===== src/rtl/sdram_pkg.sv =====
// Shared types and constants for the SDRAM bank request front end.
package sdram_pkg;

  localparam int unsigned SDRAM_ADDR_DEPTH = 23;
  localparam int unsigned FRAME_CYCLES     = 8;

  typedef struct packed {
    logic                        we;
    logic [SDRAM_ADDR_DEPTH-1:0] addr;
    logic [7:0]                  wdata;
  } sdram_req_t;

endpackage


===== src/rtl/sdram_req_fifo.sv =====
// Single-clock request FIFO with show-ahead head; entries are sdram_req_t.
module sdram_req_fifo
  import sdram_pkg::*;
#(
  parameter int unsigned DEPTH = 4
) (
  input  logic       clk_i,
  input  logic       rst_ni,
  input  logic       push_i,
  input  sdram_req_t din_i,
  input  logic       pop_i,
  output sdram_req_t head_o,
  output logic       full_o,
  output logic       empty_o
);

  localparam int unsigned AW = $clog2(DEPTH);

  logic [AW-1:0] wr_ptr_q, wr_ptr_d;
  logic [AW-1:0] rd_ptr_q, rd_ptr_d;
  logic [AW:0]   count_q, count_d;
  sdram_req_t    mem_q [DEPTH];
  logic          push_ok, pop_ok;

  assign full_o  = (count_q == (AW+1)'(DEPTH));
  assign empty_o = (count_q == '0);
  assign head_o  = mem_q[rd_ptr_q];

  always_comb begin
    push_ok  = push_i && !full_o;
    pop_ok   = pop_i && !empty_o;
    wr_ptr_d = wr_ptr_q;
    rd_ptr_d = rd_ptr_q;
    count_d  = count_q;
    if (push_ok) wr_ptr_d = wr_ptr_q + 1'b1;
    if (pop_ok)  rd_ptr_d = rd_ptr_q + 1'b1;
    case ({push_ok, pop_ok})
      2'b10:   count_d = count_q + 1'b1;
      2'b01:   count_d = count_q - 1'b1;
      default: count_d = count_q;
    endcase
  end

  always_ff @(posedge clk_i) begin
    if (!rst_ni) begin
      wr_ptr_q <= '0;
      rd_ptr_q <= '0;
      count_q  <= '0;
      for (int unsigned i = 0; i < DEPTH; i++) mem_q[i] <= '0;
    end else begin
      wr_ptr_q <= wr_ptr_d;
      rd_ptr_q <= rd_ptr_d;
      count_q  <= count_d;
      if (push_ok) mem_q[wr_ptr_q] <= din_i;
    end
  end

endmodule


===== src/rtl/sdram_bank_port.sv =====
// Per-bank front end: queues byte requests, presents one per controller frame
// at the sync cycle, and returns read data as a one-cycle response strobe.
module sdram_bank_port
  import sdram_pkg::*;
#(
  parameter int unsigned ADDR_DEPTH = SDRAM_ADDR_DEPTH,
  parameter int unsigned FIFO_DEPTH = 4
) (
  input  logic                  clk,
  input  logic                  rst_n,
  input  logic                  req_valid,
  output logic                  req_ready,
  input  logic                  req_we,
  input  logic [ADDR_DEPTH-1:0] req_addr,
  input  logic [7:0]            req_wdata,
  output logic                  rsp_valid,
  output logic [7:0]            rsp_rdata,
  output logic                  busy,
  input  logic                  ctrl_rdy,
  input  logic                  ctrl_sync,
  output logic                  ctrl_rd,
  output logic                  ctrl_wr,
  output logic [ADDR_DEPTH-1:0] ctrl_addr,
  output logic [7:0]            ctrl_wdata,
  input  logic [7:0]            ctrl_rdata
);

  sdram_req_t push_req, head;
  logic       full, empty, push, pop, pop_rd;
  logic       ready_q;
  logic       rd_pend_q, rd_pend_d;
  logic       rsp_valid_q, rsp_valid_d;
  logic [7:0] rsp_rdata_q, rsp_rdata_d;

  always_comb begin
    push_req.we    = req_we;
    push_req.addr  = SDRAM_ADDR_DEPTH'(req_addr);
    push_req.wdata = req_wdata;
  end

  sdram_req_fifo #(.DEPTH(FIFO_DEPTH)) u_fifo (
    .clk_i   (clk),
    .rst_ni  (rst_n),
    .push_i  (push),
    .din_i   (push_req),
    .pop_i   (pop),
    .head_o  (head),
    .full_o  (full),
    .empty_o (empty)
  );

  // ready_q keeps req_ready low while reset is held, since the FIFO is already empty then
  assign req_ready  = ready_q && !full;
  assign push       = req_valid && req_ready;
  assign pop        = ctrl_sync && ctrl_rdy && !empty;
  assign pop_rd     = pop && !head.we;

  assign ctrl_rd    = !empty && !head.we;
  assign ctrl_wr    = !empty && head.we;
  assign ctrl_addr  = ADDR_DEPTH'(head.addr);
  assign ctrl_wdata = head.wdata;

  assign rsp_valid  = rsp_valid_q;
  assign rsp_rdata  = rsp_rdata_q;
  assign busy       = !empty || rd_pend_q;

  // Read data arrives one frame after issue; a read popping at that same sync keeps rd_pend set
  always_comb begin
    rd_pend_d   = rd_pend_q;
    rsp_valid_d = 1'b0;
    rsp_rdata_d = rsp_rdata_q;
    if (ctrl_sync && rd_pend_q) begin
      rsp_valid_d = 1'b1;
      rsp_rdata_d = ctrl_rdata;
      rd_pend_d   = pop_rd;
    end else if (pop_rd) begin
      rd_pend_d   = 1'b1;
    end
  end

  always_ff @(posedge clk) begin
    if (!rst_n) begin
      ready_q     <= 1'b0;
      rd_pend_q   <= 1'b0;
      rsp_valid_q <= 1'b0;
      rsp_rdata_q <= '0;
    end else begin
      ready_q     <= 1'b1;
      rd_pend_q   <= rd_pend_d;
      rsp_valid_q <= rsp_valid_d;
      rsp_rdata_q <= rsp_rdata_d;
    end
  end

endmodule


===== config.mk =====
export PLATFORM = sky130hd
export DESIGN_NAME = sdram_bank_port
export DESIGN_NICKNAME = d
export VERILOG_FILES = /design/src/rtl/sdram_pkg.sv /design/src/rtl/sdram_req_fifo.sv /design/src/rtl/sdram_bank_port.sv
export SDC_FILE = /design/constraint.sdc
export NUM_CORES = 1
export LEC_CHECK = 0
export CAP_MARGIN = 20
export CORE_ASPECT_RATIO = 1.25
export CORE_MARGIN = 3
export CORE_UTILIZATION = 30
export DETAILED_ROUTE_END_ITERATION = 8
export DONT_BUFFER_PORTS = 1
export GPL_ROUTABILITY_DRIVEN = 0
export SYNTH_ARGS = -nofsm -noshare
export SYNTH_HDL_FRONTEND = slang
export SYNTH_SLANG_ARGS = --single-unit

===== constraint.sdc =====
create_clock -name clk -period 4.6 [get_ports clk]
set_input_delay 0.23 -clock clk [delete_from_list [all_inputs] [get_ports clk]]
set_output_delay 0.23 -clock clk [all_outputs]
set_load 0.05 [all_outputs]

; Yosys cells after proc, flatten, opt, wreduce, memory -nomap -nowiden
; Memories as Yosys holds them, arrays and structs flattened. A register that Yosys moved wholly into a read port is not among the register bits.
; Cells that the tools add are included.
[word_totals]
regBits = 18
ram_bits = 128
out_inout_bits = 44
word_cells = 47
mem_count = 1
[classes]
n_addsub = 4
n_eq_ne = 3
n_mux = 14
n_reduce_logical = 18
[memory_table]
columns = memory, depth, word_bits, read_ports, rd_ports_with_merged_regs, wr, line
row1 = u_fifo.mem_q, 4, 32, 1, 1, 4, sdram_req_fifo.sv:22  ; sdram_req_t mem_q [DEPTH];
[op_table]
columns = cell, count
row1 = 32-bit 2-to-1 mux, 1
row2 = 32-bit OR reduction, 1
row3 = 1-bit logical AND, 10
row4 = 1-bit 2-to-1 mux, 9
row5 = 2-bit 2-to-1 mux, 3
row6 = 3-bit one-hot mux with 2 select lines, 1
row7 = 2-bit by 1-bit adder with 2-bit output (second input constant), 2
row8 = 2-bit nonzero test, 2
row9 = 3-bit by 1-bit adder with 3-bit output (second input constant), 1
row10 = 3-bit == test (second input constant), 1
row11 = 1-bit logical NOT, 3
row12 = 3-bit logical NOT, 1
row13 = 3-bit by 1-bit subtractor with 3-bit output (second input constant), 1
row14 = 2-bit by 1-bit == test with 1-bit output (second input constant), 1
row15 = 2-bit == test (second input constant), 1
row16 = 1-bit logical OR, 1

; Longest topological paths before layout
; Gate-level depths: netlist (run 1).
[logic_depth]
word_depth = 10
ltp_mapped = 8
depth_no_buf = 8

; By module
; Synthesis (run 1) repeated with hierarchy kept, for this count alone.
[unflattened]
cells_unflattened = 410
area_unflattened_um2 = 6518.8
[modules_own_cells]
columns = module, n_inst, cells_each, area_per_inst_um2, seq_area_each_um2
row1 = sdram_req_fifo, 1, 361, 6033.3, 4023.9
row2 = sdram_bank_port, 1, 49, 485.5, 220.2

; Worst setup path after synthesis (run 1)
; Ideal clock, no wire load.
[synth_timing]
kind = register to register
from = reg u_fifo.count_q[0]
to = mem u_fifo.mem_q[1][0] (netlist name), enable pin
setup_time_ns = 0.466
arrival_time_ns = 3.030
required_ns = 4.134
slack_ns = 1.105
stages_incl_launch_ff = 4
n_path_buf = 0
period_less_slack_ns = 3.495
cell_sequence = dfxtp_1 -> or3b_2 -> nand4_1 -> o21ai_0
[synth_rtl]
columns = element, line
row1 = start: declaration, sdram_req_fifo.sv:21  ; logic [AW:0] count_q, count_d;
row2 = start signal: assignment, sdram_req_fifo.sv:53  ; count_q <= count_d;
row3 = end: declaration, sdram_req_fifo.sv:22

==> impl_results.md, run 1 <==
* Final Hold Slack at 0.0158 ns
* Delay-heaviest family, CP: simple AND/OR/NAND/NOR gates
* Post-synth EDFFs at 128
* Die height at 169 um
* Final wirelength at 14,900 um
* Final ANT Viol Nets at 0
* Top cell type's share of synthesized area at 0.600
* Clock Path Buffers at 2
* Main flop type after synthesis: edfxtp_1
* CTS H-tree lvls at 4
* Crit start category: flip-flop
* Slowest stage cell, crit path: nor2_1
* Critical path class: reg -> out
* Unrepaired setup endpoints after global routing: no
* GRT overflow at 0
* Synth top area cells: edfxtp_1 (60%), and2_1 (13%), mux4_2 (11%), dfxtp_1 (6.3%), a21oi_1 (1.1%)
* GRT Util Overall at 0.133
* Leading area contributor after synthesis: edfxtp_1
* Initial Utilization at 0.307
* Layout area overhead at 21.0%
* Largest net degree at the start of global routing at 33
* Initial DRC count at between 200 and 300
* Die width at approximately 140 um
* Reg2Reg Setup Slack at 2.17 ns
* Critical path arrival at 2.64 ns
* Synth unique cells at 33
* Post-synthesis cell count at 411
* Input/output buffers at 0
* Max Cap Viol at 0
* Final Max Slew Viols at 0
* Most common cell in the netlist: and2_1
* CTS tree: built
* Initial antenna violation count at 1
* Design Power at 3.24 mW
* Worst rel slew slack at 0.350
* # placed instances at 670
* CP Data Required Time at 4.37 ns
* WP buf/inv at 1
* Placed cell areas at 0.00671 mm2
* First-pass DRT Iterations at 4
* Crit-path cells: buf_4 > mux4_2 > nor2_1
* Vias per cell at approximately 4.6
* Setup Skew at 0.0120 ns
* Synth cell count leaders: and2_1 (129), edfxtp_1 (128), mux4_2 (32)
* Via count at roughly 3,500
* Largest stage delay on the critical path at 0.71 ns
* Post-Syn Nets at 458
* Worst slew pin tran at between 0.9 and 1 ns
* Max VDD drop at 254 uV
* Layout cell share with drive strength beyond 1 at 0.173
* Design Area, Final at 0.00775 mm2
* Root Driver: clkbuf_16
* Sink Count at approximately 150
* Final Cycle Share at 0.623
* IO Count at 89
* CTS clk-pin slew, worst paths at ~0.06 ns
* Total negative slack at 0 ns
* Yosys warns at 0
* Leakage power at 2.70 nW
* Fin crit period at 2.87 ns
* Num rows at 59
* Ys async rst share at 0
* Yosys reg bits at around 150
* Pwr/cell area at 418 mW/mm2
* WL/cell at around 20 um
* Outcome: finished clean
* Post-Syn Area per Cell at approximately 16 um2
* Floorplan core area at roughly 0.021 mm2
* Worst min path class: in -> reg
* Post-synthesis sequential area ratio at 0.662
* Nets at around 510
* Setup violators final at 0
* DRC at 0
* Synthesized area at 0.00641 mm2
* Fmax at 349 MHz
* First-pass GRT wire length at 22,500 um
* CTS Buf Count at 17
* Die area at 0.0232 mm2
* CP endpoint kind: output pin
* Final non-filler cell total at 749
* DP Wirelength at between 8000 and 9000 um
* Critical path peak fanout at 32
* Vias in the first global route at 3,841
* Worst-Skew Late Latency at 0.41 ns
* Hold Fails Final Rpt at 0
* Post CTS Setup Buffer Count at 0
final timing paths:
check / cells past startpoint / to / from
max: 3 / ctrl_rd / flip-flop
min: 1 / u_fifo.mem_q[3][31]$_DFFE_PP_ / req_we
max reg2reg: 8 / u_fifo.count_q[2]$_SDFFE_PN0P_ / u_fifo.count_q[0]$_SDFFE_PN0P_
min reg2reg: 2 / flip-flop / u_fifo.rd_ptr_q[0]$_SDFFE_PN0P_
cell usage in the layout, fill, tap and decap left out, drive strengths merged, types with 3 or more instances in the layout:
cell         Yosys  routed
a21oi           14      14
and2           129     129
buf             20       8
clkbuf           3      18
clkinv           0       7
dfxtp           20      20
dlygate4sd3      0      46
edfxtp         128     128
inv              7      10
mux4            32      32
nand2           12      12
nand2b           4       4
nand3            9       9
nor2             7       7
o21ai            6       6
or3              3       3
report_power, final:
part           switching (mW)  internal [mW]
sequential             0.0284           1.52
clock                   0.544          0.803
combinational           0.240          0.102
per-layer routing:
| layer | vias to the layer above | GRT usage | routed length, um |
|---|---|---|---|
| li1 | 1602 | - | - |
| met1 | 1773 | 0.150 | 5840 |
| met2 | 90 | 0.234 | 7960 |
| met3 | 12 | 0.0501 | 929 |
| met4 | 0 | 0.0403 | 165 |
| met5 | - | 0 | 0 |
cells by family after synthesis:
kind of cell             count (synthesis)  share of synthesized area
AND/OR/NAND/NOR                        174                      0.171
flip-flops                             148                      0.662
multiplexers                            32                      0.112
buffers and inverters                   30                     0.0268
AO/OA/AOI/OAI                           23                     0.0193
XOR/XNOR                                 2                    0.00273
adder cells (fa/ha/maj)                  2                    0.00508
layout make-up:
class,instances,area (um2)
Inverter,7,26.3
Timing Repair Buffer,54,520
Tap cell,274,343
Clock buffer,18,429
Clock inverter,14,153
Sequential cell,148,4250
Fill cell,1950,13100
Antenna cell,1,2.50
Multi-Input combinational cell,233,2030
sequential cells by signal, indices dropped and copies added, names as in the netlist, named ones only:
signal and count:
rsp_valid 1, u_fifo.wr_ptr_q 2, rd_pend_q 1, u_fifo.rd_ptr_q 2, rsp_rdata 8, ready_q 1, u_fifo.mem_q 128, u_fifo.count_q 3
repair_timing:
action	CTS	global route
hold endpoints to repair	99	5
resized for setup	0	0
setup endpoints to repair	0	0
hold buffers	41	5
stage by stage:
step                worst slack [ns]  utilization
floorplan                       1.10            -
global placement                2.14        0.321
detailed placement              2.11        0.321
CTS                             1.66        0.369
global route                    1.58        0.371
finish                          1.73        0.371
worst reg2reg max path: stages (launching register included):
cell,delay (ns)
dfxtp_1,0.38
or3b_2,0.51
nand3_1,0.18
ha_1,0.22
inv_1,0.06
fa_1,0.38
xor2_1,0.17
or3_1,0.31
a21oi_1,0.15
(Power assumes the default switching activity.)
==> inputs of run 2 (changes only) <==
clock period = 2.99 ns   (was 4.6 ns; I/O delays follow)
==> impl_results.md, run 2 (synthesis gave the netlist of run 1 again) <==
* Design Power at 4.95 mW (was 3.24 mW)
* Worst-Skew Late Latency at 0.41 ns (about the same)
* Most frequent cells in the layout: and2_1 (129), edfxtp_1 (128), dlygate4sd3_1 (42), mux4_2 (32), clkbuf_16 (19) (was and2_1 (129), edfxtp_1 (128), dlygate4sd3_1 (46), mux4_2 (32), dfxtp_1 (18))
* Biggest register: u_fifo.mem_q (unchanged)
* GRT overflow at 0 (unchanged)
* Final ANT Viol Nets at 0 (unchanged)
* Final Util at 0.372 (was 0.371)
* Leakage power at 2.73 nW (was 2.70 nW)
* WL/cell at 19.2 um (was 19.9 um)
* Critical path arrival at 2.87 ns (was 2.64 ns)
* Commonest non-fill, non-tap cell in the layout: and2_1 (unchanged)
* Die height at 169 um (unchanged)
* Unrepaired setup endpoints after global routing: no (unchanged)
* Post CTS Setup Buffer Count at 0 (unchanged)
* Num rows at 59 (unchanged)
* Delay-heaviest family, CP: simple AND/OR/NAND/NOR gates (unchanged)
* Vias per cell at 4.72 (was 4.64)
* Design Area, Final at 0.00776 mm2 (was 0.00775 mm2)
* Setup Skew at 0.0109 ns (was 0.0120 ns)
* Layout area overhead at 21.2% (was 21.0%)
* Die width at 137 um (unchanged)
* Slowest stage cell, crit path: or3b_2 (was nor2_1)
* Fmax at 395 MHz
* Fill cells at 1,920 (was 1,950)
* Via count at 3,540 (was 3,477)
* Crit start category: flip-flop (unchanged)
* Post_cts resized at 0 (unchanged)
* CP Data Required Time at 3.33 ns (was 4.37 ns)
* Final Max Slew Viols at 0 (unchanged)
* CTS Buf Count at 17 (unchanged)
* CTS clk-pin slew, worst paths at 0.07 ns (was 0.06 ns)
* Largest stage delay on the critical path at 0.50 ns (was 0.71 ns)
* Root Driver: clkbuf_16 (unchanged)
* Nets at 509 (was 508)
* # placed instances at 675 (was 670)
* Final wirelength at 14,400 um (was 14,900 um)
* GRT Util Overall at 0.131 (was 0.133)
* WP buf/inv at 1 (unchanged)
* Vias in the first global route at 3,830 (was 3,841)
* Initial Utilization at 0.307 (unchanged)
* CTS H-tree lvls at 4 (unchanged)
* Setup violators final at 0 (unchanged)
* Hold Fails Final Rpt at 0 (unchanged)
* CTS tree: built (unchanged)
* Largest register FFs at 128 (unchanged)
* Pwr/cell area at 638 mW/mm2 (was 418 mW/mm2)
* Initial DRC count at 350 (was 267)
* Fin crit period at approximately 2.5 ns
* Max VDD drop at 297 uV (was 254 uV)
* First-pass GRT wire length at 22,400 um (was 22,500 um)
* Initial antenna violation count at 2 (was 1)
* Final Cycle Share at 0.847
* First-pass DRT Iterations at 5 (was 4)
* Floorplan core area at 0.0209 mm2 (unchanged)
* Placed cell areas at 0.00677 mm2 (was 0.00671 mm2)
* Clock Path Buffers at 2 (unchanged)
* DRC at 0 (unchanged)
* IO Count at 89 (unchanged)
* Outcome: finished clean (unchanged)
* Layout cell share with drive strength beyond 1 at 0.185 (was 0.173)
* Sink Count at 148 (unchanged)
* Worst min path class: in -> reg (unchanged)
* Input/output buffers at 0 (unchanged)
* Total negative slack at 0 ns (unchanged)
* DP Wirelength at 8930 um (was 8750 um)
* Worst slew pin tran at 0.776 ns (was 0.975 ns)
* Critical path class: reg -> reg (was reg -> out)
* Final non-filler cell total at 750 (was 749)
* Cts hold-fix bufs at 42 (was 41)
* Largest net degree at the start of global routing at 33 (unchanged)
* CP endpoint kind: flip-flop (was output pin)
* Worst rel slew slack at 0.479 (was 0.350)
* Crit-path cells: or3b_2 > nand3_1 > ha_1 > inv_1 > fa_1 > xor2_1 > or3_1 > a21oi_1 (was buf_4 > mux4_2 > nor2_1)
* Die area at 0.0232 mm2 (unchanged)
* Max Cap Viol at 0 (unchanged)
* Critical path peak fanout at 6 (was 32)
## run 2: changes by cell type in the layout (fill, tap and decap cells not counted)
cell           previous run  this run
clkbuf_16                17        19
bufinv_16                 2         0
inv_4                     0         4
clkinv_1                  2         0
inv_1                     6         7
buf_4                     8        11
clkinvlp_4                2         0
buf_12                    0         2
clkinv_4                  5         3
inv_6                     3         4
dlygate4sd3_1            46        42
## run 2: stage by stage
stage               worst slack [ns]  hold slack (ns)
floorplan                     -0.505            0.177
global placement               0.670            0.180
detailed placement             0.518            0.180
CTS                            0.492          0.00409
global route                   0.371           0.0353
finish                         0.456           0.0264
## run 2: power by group
group,leakage (nW),total [mW],switching [mW],internal (mW)
combinational,0.947,0.541,0.375,0.166
sequential,1.49,2.39,0.0433,2.34
clock,0.289,2.02,0.849,1.17
## run 2: area by class of cell
class / instances / area [um2] / area share
tap: 274 / 343 / 0.0442
timing repair buffer: 55 / 543 / 0.0699
clock inverter: 12 / 90.1 / 0.0116
inverter: 7 / 26.3 / 0.00338
multi-input combinational: 233 / 2030 / 0.262
antenna: 1 / 2.50 / 0.000322
sequential: 148 / 4250 / 0.547
clock buffer: 20 / 479 / 0.0617
## run 2: final timing paths
kind / cells after the start / slack (ns) / end / startpoint
setup / recovery: 8 / 0.46 / u_fifo.count_q[2]$_SDFFE_PN0P_ / u_fifo.count_q[2]$_SDFFE_PN0P_
hold / removal: 2 / 0.03 / rd_pend_q$_SDFFE_PN0P_ / ctrl_sync
setup reg to reg: 8 / 0.46 / u_fifo.count_q[2]$_SDFFE_PN0P_ / u_fifo.count_q[2]$_SDFFE_PN0P_
hold reg to reg: 2 / 0.47 / flip-flop / u_fifo.rd_ptr_q[0]$_SDFFE_PN0P_
## run 2: layer usage
| metal | up-vias | routed length, um | track usage |
|---|---|---|---|
| li1 | 1607 | - | - |
| met1 | 1812 | 5460 | 0.142 |
| met2 | 104 | 7740 | 0.231 |
| met3 | 15 | 1020 | 0.0540 |
| met4 | 2 | 183 | 0.0403 |
| met5 | - | 7 | 0 |
